[config.mk]
export PLATFORM = sky130hd
export DESIGN_NAME = k005297_abspgdec
export DESIGN_NICKNAME = d
export VERILOG_FILES = /design/src/rtl/k005297_pkg.sv /design/src/rtl/k005297_abspgdec_deser.sv /design/src/rtl/k005297_abspgdec.sv
export SDC_FILE = /design/constraint.sdc
export NUM_CORES = 1
export LEC_CHECK = 0
export CAP_MARGIN = 20
export CORE_UTILIZATION = 35
export CTS_CLUSTER_DIAMETER = 60
export DETAILED_ROUTE_END_ITERATION = 6
export GPL_ROUTABILITY_DRIVEN = 0
export HOLD_SLACK_MARGIN = 0.15
export SYNTH_ARGS = -nofsm -noshare
export SYNTH_HDL_FRONTEND = slang
export SYNTH_SLANG_ARGS = --single-unit
export TNS_END_PERCENT = 50
[constraint.sdc]
create_clock -name i_MCLK -period 3.5 [get_ports i_MCLK]
set_clock_uncertainty 0.05 [all_clocks]
set_input_delay 0.525 -clock i_MCLK [delete_from_list [all_inputs] [get_ports i_MCLK]]
set_output_delay 0.525 -clock i_MCLK [all_outputs]
set_load 0.01 [all_outputs]
[src/rtl/k005297_pkg.sv]
`default_nettype none
// ============================================================================
//  Module      : k005297_pkg
//  Description : Shared constants, search-state encoding and the next-page
//                predictor for the K005297 absolute page decoder.
//  Revision    : 1.0  initial release
// ============================================================================
package k005297_pkg;

   localparam int PG_MOD     = 1531;   // page modulus, legal pages 0..PG_MOD-1
   localparam int PG_STEP    = 522;    // page advance per rotation
   localparam int SLOT_BIT0  = 0;      // ROT20 slot carrying page bit 0
   localparam int SLOT_LATCH = 12;     // ROT20 slot where the word is latched

   typedef enum logic [1:0] {
      ST_IDLE  = 2'd0,
      ST_ARMED = 2'd1,
      ST_FOUND = 2'd2,
      ST_TMO   = 2'd3
   } srch_st_t;

   // Next expected page: p + step, folded once by the modulus.
   // Legal inputs stay below 2053, so 12 bits hold the sum.
   function automatic logic [11:0] pg_next(input logic [11:0] p,
                                           input logic [11:0] step,
                                           input logic [11:0] pmod);
      logic [11:0] sum;
      sum = p + step;
      return (sum >= pmod) ? (sum - pmod) : sum;
   endfunction

endpackage
`default_nettype wire

[src/rtl/k005297_abspgdec_deser.sv]
`default_nettype none
// ============================================================================
//  Module      : k005297_abspgdec_deser
//  Description : Serial-to-parallel page deserializer. Captures bit k in ROT20
//                slot k (0..11), latches the word in slot 12 and qualifies it
//                with wordok so a word started before reset is never reported.
//  Revision    : 1.0  initial release
// ============================================================================
module k005297_abspgdec_deser (
   input  logic        clk,
   input  logic        rst_n,
   input  logic        en,
   input  logic [12:0] slot_n,
   input  logic        ser_bit,
   output logic [11:0] shreg,
   output logic        word_done,
   output logic [11:0] word,
   output logic        word_valid
);
   import k005297_pkg::*;

   logic wordok;

   // A word completes at the slot 12 enable, but only once slot 0 was seen.
   assign word_done = en & ~slot_n[SLOT_LATCH] & wordok;

   // Shift-in, word latch and wordok tracking; all state holds while disabled.
   always_ff @(posedge clk) begin
      if (!rst_n) begin
         shreg      <= '0;
         wordok     <= 1'b0;
         word       <= '0;
         word_valid <= 1'b0;
      end else if (en) begin
         word_valid <= 1'b0;
         for (int k = 0; k < 12; k++) begin
            if (!slot_n[k]) shreg[k] <= ser_bit;
         end
         if (!slot_n[SLOT_BIT0]) wordok <= 1'b1;
         if (word_done) begin
            word       <= shreg;
            word_valid <= 1'b1;
         end
      end
   end

endmodule
`default_nettype wire

[src/rtl/k005297_abspgdec.sv]
`default_nettype none
// ============================================================================
//  Module      : k005297_abspgdec
//  Description : Absolute page decoder and page search unit. Assembles the
//                serial page stream, flags out-of-range words and runs a
//                host-armed search for a target page with a word timeout.
//                Optional feature macro: K005297_ABSPGDEC_SEQCHK_EN enables
//                the sticky page-sequence checker (o_PG_SEQ_ERR).
//  Revision    : 1.0  initial release
// ============================================================================
module k005297_abspgdec #(
   parameter int PG_MOD    = k005297_pkg::PG_MOD,
   parameter int PG_STEP   = k005297_pkg::PG_STEP,
   parameter int TMO_WORDS = 1531
) (
   input  logic        i_MCLK,
   input  logic        i_RST_n,
   input  logic        i_CLK2M_PCEN_n,
   input  logic [19:0] i_ROT20_n,
   input  logic        i_ABSPGCNTR_LSB,
   input  logic        i_SEARCH_START,
   input  logic        i_SEARCH_STOP,
   input  logic [11:0] i_TARGET_PG,
   output logic [11:0] o_ABSPG,
   output logic        o_ABSPG_VALID,
   output logic        o_PG_RANGE_ERR,
   output logic        o_PG_SEQ_ERR,
   output logic        o_SEARCH_BUSY,
   output logic        o_PG_FOUND,
   output logic        o_SEARCH_TMO,
   output logic [10:0] o_WORD_CNT
);
   import k005297_pkg::*;

   localparam logic [11:0] MOD12  = 12'(PG_MOD);
   localparam logic [10:0] TMO_LIM = 11'(TMO_WORDS);

   logic        en;
   logic        start_evt;
   logic        stop_evt;
   logic        word_done;
   logic [11:0] cur_word;
   logic        unused_slots;

   srch_st_t    state,    state_nx;
   logic [11:0] target,   target_nx;
   logic [10:0] cnt_nx;
   logic        found_nx, tmo_nx;

   assign en        = ~i_CLK2M_PCEN_n;
   assign stop_evt  = en & i_SEARCH_STOP;
   // A start re-arms only from a non-armed state; stop takes priority.
   assign start_evt = en & i_SEARCH_START & ~i_SEARCH_STOP & (state != ST_ARMED);
   // Slots 13..19 carry nothing for this block.
   assign unused_slots = &i_ROT20_n[19:13];

   k005297_abspgdec_deser u_deser (
      .clk        (i_MCLK),
      .rst_n      (i_RST_n),
      .en         (en),
      .slot_n     (i_ROT20_n[12:0]),
      .ser_bit    (i_ABSPGCNTR_LSB),
      .shreg      (cur_word),
      .word_done  (word_done),
      .word       (o_ABSPG),
      .word_valid (o_ABSPG_VALID)
   );

   // Range flag follows the latched word.
   always_ff @(posedge i_MCLK) begin
      if (!i_RST_n)       o_PG_RANGE_ERR <= 1'b0;
      else if (word_done) o_PG_RANGE_ERR <= (cur_word >= MOD12);
   end

   // Search FSM and result registers.
   always_ff @(posedge i_MCLK) begin
      if (!i_RST_n) begin
         state        <= ST_IDLE;
         target       <= '0;
         o_WORD_CNT   <= '0;
         o_PG_FOUND   <= 1'b0;
         o_SEARCH_TMO <= 1'b0;
      end else if (en) begin
         state        <= state_nx;
         target       <= target_nx;
         o_WORD_CNT   <= cnt_nx;
         o_PG_FOUND   <= found_nx;
         o_SEARCH_TMO <= tmo_nx;
      end
   end

   // Search next-state: a match beats the timeout on the same word.
   always_comb begin
      state_nx = state;
      target_nx = target;
      cnt_nx   = o_WORD_CNT;
      found_nx = o_PG_FOUND;
      tmo_nx   = o_SEARCH_TMO;
      if (stop_evt) begin
         state_nx = ST_IDLE;
      end else if (start_evt) begin
         state_nx  = ST_ARMED;
         target_nx = i_TARGET_PG;
         cnt_nx    = '0;
         found_nx  = 1'b0;
         tmo_nx    = 1'b0;
      end else if (state == ST_ARMED && word_done) begin
         if (cur_word == target) begin
            state_nx = ST_FOUND;
            found_nx = 1'b1;
         end else begin
            cnt_nx = o_WORD_CNT + 11'd1;
            if (cnt_nx == TMO_LIM) begin
               state_nx = ST_TMO;
               tmo_nx   = 1'b1;
            end
         end
      end
   end

   assign o_SEARCH_BUSY = (state == ST_ARMED);

`ifdef K005297_ABSPGDEC_SEQCHK_EN
   localparam logic [11:0] STEP12 = 12'(PG_STEP);

   logic [11:0] exp_pg;
   logic        have_prev;

   // Sticky sequence checker: compares each word with the prediction from
   // the previous one; out-of-range words always count as a break.
   always_ff @(posedge i_MCLK) begin
      if (!i_RST_n) begin
         exp_pg       <= '0;
         have_prev    <= 1'b0;
         o_PG_SEQ_ERR <= 1'b0;
      end else if (en) begin
         if (start_evt) o_PG_SEQ_ERR <= 1'b0;
         if (word_done) begin
            exp_pg    <= pg_next(cur_word, STEP12, MOD12);
            have_prev <= 1'b1;
            if ((cur_word >= MOD12) || (have_prev && (cur_word != exp_pg)))
               o_PG_SEQ_ERR <= 1'b1;
         end
      end
   end
`else
   logic [11:0] unused_step;
   assign unused_step  = 12'(PG_STEP);
   assign o_PG_SEQ_ERR = 1'b0;
`endif

endmodule
`default_nettype wire

Yosys cells after proc, flatten, opt, wreduce, memory -nomap -nowiden. Index checks and enable logic that the tools add are counted.

Bits in registers: 54. Bits of input ports: 38. Output and inout port bits: 29. Word-level logic and storage cells: 90.

Add/sub/neg operators: 1. Magnitude comparators: 1. Equal/unequal tests: 5. Multiplexer cells: 16. Bitwise logic cells: 22. Reductions and logical operators: 24.

Operators with widths (number): 2-to-1 mux 11 bit (3); AND reduction 2 bit (13); NOT 1 bit (16); equality test 12 bit (1); greater-or-equal comparator 12 x 11 -> 1 bit (second input constant) (1); adder 11 x 1 -> 11 bit (second input constant) (1); equality test 11 bit (second input constant) (1); 2-to-1 mux 2 bit (5); 2-to-1 mux 1 bit (8); AND reduction 4 bit (2); AND 1 bit (6); AND reduction 3 bit (2); nonzero test 2 bit (3); AND reduction 5 bit (1); nonzero test 4 bit (1); nonzero test 3 bit (1); equality test 2 x 1 -> 1 bit (second input constant) (1); != test 2 x 1 -> 1 bit (second input constant) (1); != test 2 bit (second input constant) (1); logical AND 1 bit (1).

Longest topological paths before layout.
Word-level depth: 7. Mapped depth: 7. Gate-level depth less buffers: 6.

Modules after synthesis. Synthesis repeated with hierarchy kept, for this count alone.

Cell total of the unflattened synthesis: 314. Area, all modules: 2701.3 um^2.

Modules (own cells, without submodules): k005297_abspgdec (instances 1, cells an instance 202, area each 1662.8 um^2, seq. area each 560.5 um^2); k005297_abspgdec_deser (instances 1, cells an instance 112, area each 1038.5 um^2, seq. area each 520.5 um^2).

Worst setup path after synthesis. Ideal clock, no wire load.

Path type: input -> register. Start point: in i_CLK2M_PCEN_n. End point: reg o_WORD_CNT[6]. Setup time: 59 ps. Data arrival time: 2021 ps. Required time: 3391 ps. Setup slack: 1370 ps. Stages on the path: 7. Path buffers: 2. Path through: buf_6 > or3b_2 > buf_2 > nor3b_2 > nand3_1 > or4_1 > nand2_1.

Longest elaborated chain between the ends: 6. Elaborated cells on any way between the ends: 13. Those cells by class: eq/ne: 1; mux: 1; bitwise: 8; reduce/logical: 3.

RTL lines: start, declared (line k005297_abspgdec.sv:18) `input logic i_CLK2M_PCEN_n,`; NOT 1 bit (no line) (*); AND 1 bit (on tied branches) (2 in a row) (line k005297_abspgdec.sv:53, k005297_abspgdec_deser.sv:25); AND 1 bit / logical AND 1 bit (equally long branches) (line k005297_abspgdec.sv:53, k005297_abspgdec.sv:107); != test 2 bit (no line) / nonzero test 2 bit (equally long branches); AND reduction 4 bit (no line); end signal, assigned (line k005297_abspgdec.sv:86) `o_WORD_CNT <= cnt_nx;`; end, declared (line k005297_abspgdec.sv:31) `output logic [10:0] o_WORD_CNT`.

Mark *: on every way between the ends. The rest lies on a longest branch, timed or not. A chain may end at the register's enable or synchronous reset.

Worst setup path after layout. Same ends and word-level chain as after synthesis.

==> flow_summary.yaml <==
finish:
  final_cell_mix: "nand2_1 (72), clkdlybuf4s50_1 (58), dfxtp_1 (54), a21boi_0 (36), nor2_1 (17)"
  layout-drive-gt1-share: 0.0557
  final_area_sq_um: 3270
  syn2layout_area_growth_pct: 30.4
  final_util: 0.475
  fin_nets: 398
  diodes: 0
  final_common_cell: "nand2_1"
yosys:
  synth.yosys.seq_area_share: 0.432
  post_synth_inst_count: 306
  synth_cell_type_count: 44
  postSynth.asyncResetShare: 0
  syn_nets: 346
  ys_seq_elements: 54
  synth_edf_count: 0
  synth_flop_cell: "dfxtp_1"
  synth_area_sq_um: 2500
  syn_avg_cell_area_sq_um: 8.19
  yosysWarnings: 0
drt:
  vias: 2292
  drt-pass1-iter-count: 4
  drtIter0Drc: 107
  drc: 0
  wirelength_microns: 6080
  via_per_inst: 5.04
  avgRoutedWirePerCell_microns: 13.4
  ant_nets: 0
clock_network:
  path_clk_slew_ns: 0.10
  cts_tree: "done"
  cts_hold_buffers: 0
  cts_root_buf: "clkbuf_8"
  ctsHtreeMaxLevel: 2
  cts.sinks: 54
  clk-insertion-delay-late_ns: 0.31
  cts_buffer_depth: 2
  cts_buffers: 5
  cts_resized: 0
  cts_setup_buffers: 0
place:
  io_buffers: 58
  dpl_cell_area_sq_um: 3170
  dp_hpwl_microns: 4320
worst_setup_path:
  critPathMaxFanout: 15
  startpoint_type: "input port"
  cp_data_required_time_ns: 3.70
  cp-end-kind: "flip-flop"
  crit_type: "input port to flip-flop"
  cp.arrival_ns: 2.67
global_routing:
  antenna_found_initial: 0
  grt_pass1_vias: 2107
  grt_pass1_wl_microns: 10100
  overflow: 0
  grt_max_degree: 32
  grt_usage: 0.170
die:
  ios: 67
  initial_utilization: 0.365
  row_count: 30
  die_x_microns: 86.6
  core_sq_um: 6870
  dieArea_sq_um: 7500
  die_y_microns: 86.6
sta:
  grt_setup_unrepaired: "no"
  period_share: 0.707
  tns_ns: 0
  fmaxAchievable_mhz: 404
  hold_violations: 0
  min_period_ns: 2.47
  finalSetupViolCount: 0
  final_max_slew_viol_count: 0
job:
  maxCapViolations: 0
power_and_ir_drop:
  p_per_area_nw_per_um2: 351
  ir_drop_mv: 0.149
  leakage_nw: 1.05
run_status:
  status: "finished clean"
min_path:
  min_path_type: "flip-flop to flip-flop"
[state kept, by name (all words and copies together) (netlist names)]
| register | flops |
|---|---|
| target | 12 |
| u_deser.shreg | 12 |
| u_deser.word | 12 |
| o_WORD_CNT | 11 |
| state | 2 |
| o_PG_FOUND | 1 |
| o_PG_RANGE_ERR | 1 |
| o_SEARCH_TMO | 1 |
| u_deser.word_valid | 1 |
| u_deser.wordok | 1 |
[metrics by stage]
step,hold slack (ns),instances,setup slack [ns],total power [mW]
after floorplan,0.406,306,1.37,0.724
after global placement,0.389,447,0.751,0.789
after detailed placement,0.384,447,0.713,0.791
after CTS,0.413,455,1.02,1.16
after global routing,0.420,455,0.876,1.20
final,0.408,455,1.03,1.15
[metal layers]
| layer | track usage | vias to the layer above | share of wire |
|---|---|---|---|
| met2 | 0.285 | 51 | 0.47 |
| met4 | 0.0424 | 0 | 0.0074 |
| met5 | 0 | - | 0 |
| li1 | - | 1162 | - |
| met3 | 0.0295 | 4 | 0.034 |
| met1 | 0.228 | 1075 | 0.49 |
[cells in the mapped netlist, types with 3 or more instances]
library cell  instances  share of area
nor3_1                5          0.010
nand2b_1              3         0.0075
clkbuf_1             14          0.021
nand3_1               5          0.010
o21ai_0              16          0.032
or3_1                 4          0.010
a21oi_1              13          0.026
a21boi_0             36           0.11
nand4_1               4          0.010
nand2_1              72           0.11
xnor2_1              13          0.045
or4_1                 7          0.021
nor2_1               17          0.025
inv_1                 4         0.0060
o31ai_1               5          0.015
dfxtp_1              54           0.43
[path summary, 6_finish.rpt]
check,start,endpoint,slack (ns),cells past startpoint
max,i_CLK2M_PCEN_n,o_WORD_CNT[6],1.03,6
min,o_SEARCH_TMO,o_SEARCH_TMO,0.41,2
max reg2reg,o_WORD_CNT[0],state[1],1.28,6
min reg2reg,o_SEARCH_TMO,o_SEARCH_TMO,0.41,2
[cell families (layout without fill, tap and decap cells)]
kind of cell | count (synthesis) | count (layout) | synth area share
AO/OA/AOI/OAI | 80 | 80 | 0.212
XOR/XNOR | 13 | 13 | 0.0455
adder cells (fa/ha/maj) | 2 | 2 | 0.00999
buffers and inverters | 23 | 76 | 0.0400
flip-flops | 54 | 54 | 0.432
multiplexers | 1 | 1 | 0.00400
other | 1 | 1 | 0.00150
AND/OR/NAND/NOR | 132 | 132 | 0.255
[worst max-delay path: stages]
cell and delay (ns):
clkdlybuf4s50_1 0.51, or3b_2 0.70, nor3b_2 0.32, nand3_1 0.14
or4_1 0.40, nand2_1 0.07
[area by class of cell]
class | count | area (sq um)
fillers | 692 | 3600
clock inverters | 1 | 8.76
multi-input cells | 229 | 1330
inverters | 4 | 15.0
repair buffers | 64 | 626
flip-flops and latches | 54 | 1080
well taps | 96 | 120
clock buffers | 7 | 86.3
[where the power goes]
group	internal (mW)	switching [mW]	total (mW)	leakage, nW
Sequential	0.628	0.0139	0.642	0.438
Clock	0.164	0.208	0.372	0.0489
Combinational	0.0671	0.0664	0.134	0.563
No activity file was read; power rests on OpenSTA's default activity.
==> RTL edit 1: new RTL, config.mk and constraints unchanged <==
`TMO_WORDS`: 1531 -> 765.
--- a/src/rtl/k005297_abspgdec.sv
+++ b/src/rtl/k005297_abspgdec.sv
@@ -13,3 +13,3 @@
    parameter int PG_STEP   = k005297_pkg::PG_STEP,
-   parameter int TMO_WORDS = 1531
+   parameter int TMO_WORDS = 765
 ) (
Function: no difference found for any inputs over 4 cycles, from zero or initial values and one cycle with i_RST_n low; that may be too few to reach the edited logic, so the function may still have changed.
==> RTL edit 1 against the original RTL <==
Worst setup slack worse by 0.072 ns; synthesized area up 2.6%; sequential share of layout area down 0.45 points; sequential cell count unchanged; cell area up 1.4%; maximum frequency down 2.8%; sequential power about the same; clock power down 7.3%; total power down 2.0%; via count up 2.1%; die area up 2.6%; register-to-register slack worse by 0.18 ns; routed wire length up 3.5%; largest cell class unchanged.
==> RTL edit 1: results (changes against the original RTL) <==
[status]
status=completed  ; unchanged

[drt]
wl_um=6293  ; was 6082 um
initialDrtViolationCount=104  ; was 107
avgViaCountPerCell=5.013  ; was 5.037
first_pass_iters=4  ; unchanged

[layout]
drive_gt1_share_pct=5.930  ; was 5.571%
nets=410  ; was 398
num_antenna_cells=0  ; unchanged
reg.largest.list=target x12, u_deser.shreg x12, u_deser.word x12  ; unchanged
fill_cells=704  ; was 692

[cts]
clockBufferDepth=2  ; unchanged
clk_pin_slew_ns=0.10  ; about the same
postCtsResizedCells=0  ; unchanged
insertion_delay_ns=0.31  ; about the same
post-cts-setup-buffer-count=0  ; unchanged
cts_buffers=5  ; unchanged
root_buffer=clkbuf_8  ; unchanged
cts_max_level=2  ; unchanged

[synth]
synthTopCellsByCount=dfxtp_1, nand2_1, nor2_1, a21oi_1, o21ai_0  ; was nand2_1, dfxtp_1, a21boi_0, nor2_1, o21ai_0
yosysWarningCount=0  ; unchanged
ys_top_cells_by_area=dfxtp_1, nand2_1, a21oi_1, nor2_1, mux2i_1  ; was dfxtp_1, a21boi_0, nand2_1, xnor2_1, o21ai_0
synth_fp_nets=358  ; was 346
synth-edff-count=0  ; unchanged
yosysSeqAreaShare_pct=42.04  ; was 43.16%
synth.distinct_cells=50  ; was 44
synthArstFlopShare_pct=0  ; unchanged

[critical_path]
crit_path_max_fanout=15  ; unchanged
critPathArrivalTime_ns=2.73  ; was 2.67 ns

[global_route]
antenna_found_initial=0  ; unchanged
grt_pass1_wl_um=10390  ; was 10060 um
grt_pass1_vias=2203  ; was 2107
grt_start_max_net_pins=36  ; was 32
grt_util_all_layers_pct=17.24  ; was 17.03%

[worst_hold_path]
hold_path.class=register to register  ; unchanged

[flow_run]
cap_violations=0  ; unchanged

[sta]
slew_headroom_pct=59.23
final-hold-violation-count=0  ; unchanged
fin_crit_sh_pct=72.73  ; was 70.67%

[place]
io_buffers=58  ; unchanged
hpwl_um=4702  ; was 4323 um

[power_and_ir_drop]
ir_drop_uv=166.2  ; was 148.5 uV
leakage_nw=1.120  ; was 1.050 nW

## RTL edit 1: cell types whose count changed after synthesis, moves of 6 or more
cell,delta
a21boi_0,-36
a21oi_1,+23
nand2_1,-22
nor2_1,+21
mux2i_1,+11
inv_1,+6
or4_1,-6
## RTL edit 1: worst paths after layout
check                           cells past startpoint  slack, ns       startpoint         endpoint
worst min register to register                      2       0.41  u_deser.word[7]  u_deser.word[7]
worst max register to register                      7       1.10    o_WORD_CNT[1]         state[0]
worst min-delay path                                2       0.41  u_deser.word[7]  u_deser.word[7]
worst max-delay path                                7       0.95   i_CLK2M_PCEN_n    o_WORD_CNT[4]
## RTL edit 1: final cells by class
cell class / count / area share (%)
Clock buffer: 6 / 2.192
Clock inverter: 2 / 0.4157
Inverter: 10 / 1.134
Multi-Input combinational cell: 236 / 41.31
Sequential cell: 54 / 32.65
Tap cell: 96 / 3.628
Timing Repair Buffer: 63 / 18.67
## RTL edit 1: logic make-up after synthesis
logic type,Yosys count,synth area share (%)
buf+inv,28,4.769
mux,13,5.255
simple gates,127,22.77
compound gates,79,19.27
fa+ha+maj,2,0.9731
flops,54,42.04
other cells,1,0.1458
xor+xnor,14,4.769
## RTL edit 1: per-layer routing
layer,part of all wire [%],vias to the layer above,track usage [%],wire length (um)
met3,4.1,5,3.110,259
met5,0,-,0,0
met1,48,1088,23.45,3027
li1,-,1200,-,-
met2,47,48,28.12,2949
met4,0.89,0,4.471,56
## RTL edit 1: per-stage QoR
| step | setup slack (ns) | instance area, um2 | total power [W] | cells | hold WS, ns |
|---|---|---|---|---|---|
| after floorplan | 1.333 | 2571 | 0.0007294 | 318 | 0.3817 |
| after global placement | 0.6319 | 3224 | 0.0007920 | 459 | 0.3973 |
| after detailed placement | 0.6042 | 3224 | 0.0007947 | 459 | 0.3965 |
| after CTS | 0.9310 | 3311 | 0.001140 | 467 | 0.4114 |
| after global routing | 0.8444 | 3311 | 0.001174 | 467 | 0.4301 |
| final | 0.9544 | 3311 | 0.001125 | 467 | 0.4086 |
## RTL edit 1: report_power, final
part | internal, W | total [W] | leakage (nW) | switching, W
combinational | 0.0000675 | 0.000137 | 0.637 | 0.0000694
sequential | 0.000629 | 0.000643 | 0.438 | 0.0000137
clock | 0.000142 | 0.000345 | 0.0452 | 0.000204
## RTL edit 1: worst max-delay path: stages
cell and delay [ns]:
clkdlybuf4s50_1 0.42, or3b_1 0.63, nor2_4 0.21, o21ai_1 0.12, or2_2 0.35, or3_1 0.36, a31oi_1 0.12
==> RTL edit 2: new RTL, same settings <==
Without the edit above. Encoding of `srch_st_t`: now Gray code (2 bits for 4 values).
--- a/src/rtl/k005297_pkg.sv
+++ b/src/rtl/k005297_pkg.sv
@@ -15,6 +15,6 @@
    typedef enum logic [1:0] {
-      ST_IDLE  = 2'd0,
-      ST_ARMED = 2'd1,
-      ST_FOUND = 2'd2,
-      ST_TMO   = 2'd3
+      ST_IDLE  = 2'b00,
+      ST_ARMED = 2'b01,
+      ST_FOUND = 2'b11,
+      ST_TMO   = 2'b10
    } srch_st_t;
Behaviour: no difference found for any inputs over 4 cycles, from zero or initial values and one cycle with i_RST_n low; so few cycles prove little.
==> RTL edit 2 against the original RTL <==
Core utilization grew 0.30 points; global-route usage hardly changed; total power grew 0.40%; via count shrank 0.87%; maximum frequency barely moved; synthesized area grew 3.1%; sequential cell count is the same; die area increased by 3.1%; count of clock-buffer cells in the layout down 1; cell area is 1.7% higher; routed wire length up 1.5%; worst setup slack improved by 0.00071 ns; critical endpoint is now o_WORD_CNT[9].
==> RTL edit 2: results (changes against the original RTL) <==
[layout]
clock_buffers=6  ; was 7
seq_share_pct=32.54  ; was 33.10%
inverters=5  ; was 4
stdcell_area_um2=3322  ; was 3266 um2
multi_input_area_share_pct=42.49  ; was 40.69%
drive_gt1_share_pct=5.882  ; was 5.571%
clock_area_share_pct=2.411  ; was 2.912%
fill_cells=690  ; was 692
n_all_buffers=62  ; was 64

[power_and_ir_drop]
clkPwrFrac_pct=29.6  ; was 32.4%
seqPwrFrac_pct=56.3  ; was 55.9%
p_int_w=0.0008473  ; was 0.0008592 W
ir_drop_uv=164.5  ; was 148.5 uV
leakage_nw=1.054  ; was 1.050 nW
p_sw_w=0.0003044  ; was 0.0002880 W

[synth]
synth.distinct_cells=43  ; was 44
ys_top_cells_by_area=dfxtp_1, nand2_1, a21boi_0, mux2i_1, xnor2_1  ; was dfxtp_1, a21boi_0, nand2_1, xnor2_1, o21ai_0
synth_fp_nets=345  ; was 346
synth.avg_cell_area_um2=8.471  ; was 8.186 um2
yosysSeqAreaShare_pct=41.84  ; was 43.16%

[worst_hold_path]
hold_end=u_deser.word_valid  ; was o_SEARCH_TMO

[status]
status=completed  ; unchanged

[place]
placed_cell_area_um2=3242  ; was 3171 um2
hpwl_um=4411  ; was 4323 um
place_ws_ns=0.7031  ; was 0.7132 ns

[global_route]
grt_util_all_layers_pct=17.06  ; was 17.03%
grt_pass1_wl_um=10190  ; was 10060 um
grt_pass1_vias=2115  ; was 2107

[drt]
wl_um=6171  ; was 6082 um
initialDrtViolationCount=95  ; was 107

[critical_path]
reg2regPathDepth=5  ; was 6
worst_r2r_endpoint=o_WORD_CNT[1]  ; was state[1]
cp-endpoint=o_WORD_CNT[9]  ; was o_WORD_CNT[6]
max_stage_delay_ns=0.68  ; was 0.70 ns

## RTL edit 2: metal layers
metal  global-route usage (%)  routed length (um)  vias up  share of wire (%)
met5                        0                   0        -                  0
met1                    22.29                2894     1052                 47
met4                    6.110                 108        0                1.8
li1                         -                   -     1161                  -
met2                    28.19                2939       49                 48
met3                    3.110                 228       10                3.7
## RTL edit 2: kinds of logic (layout without fill, tap and decap cells)
logic type	after synthesis	in the layout	synth area share [%]
and+or+nand+nor	129	129	25.91
AOI/OAI and AO/OA	67	67	16.61
DFF	54	54	41.84
buffers and inverters	22	74	3.535
muxes	17	17	6.586
xor gates and xnor gates	13	13	4.407
adders and majority gates	2	2	0.9684
other	1	1	0.1451
## RTL edit 2: per-stage QoR
stage	cells	hold WS, ns
3_3_place_gp	446	0.4005
4_1_cts	453	0.4204
2_1_floorplan	305	0.3952
6_report	453	0.4177
5_1_grt	453	0.4445
3_5_place_dp	446	0.4067
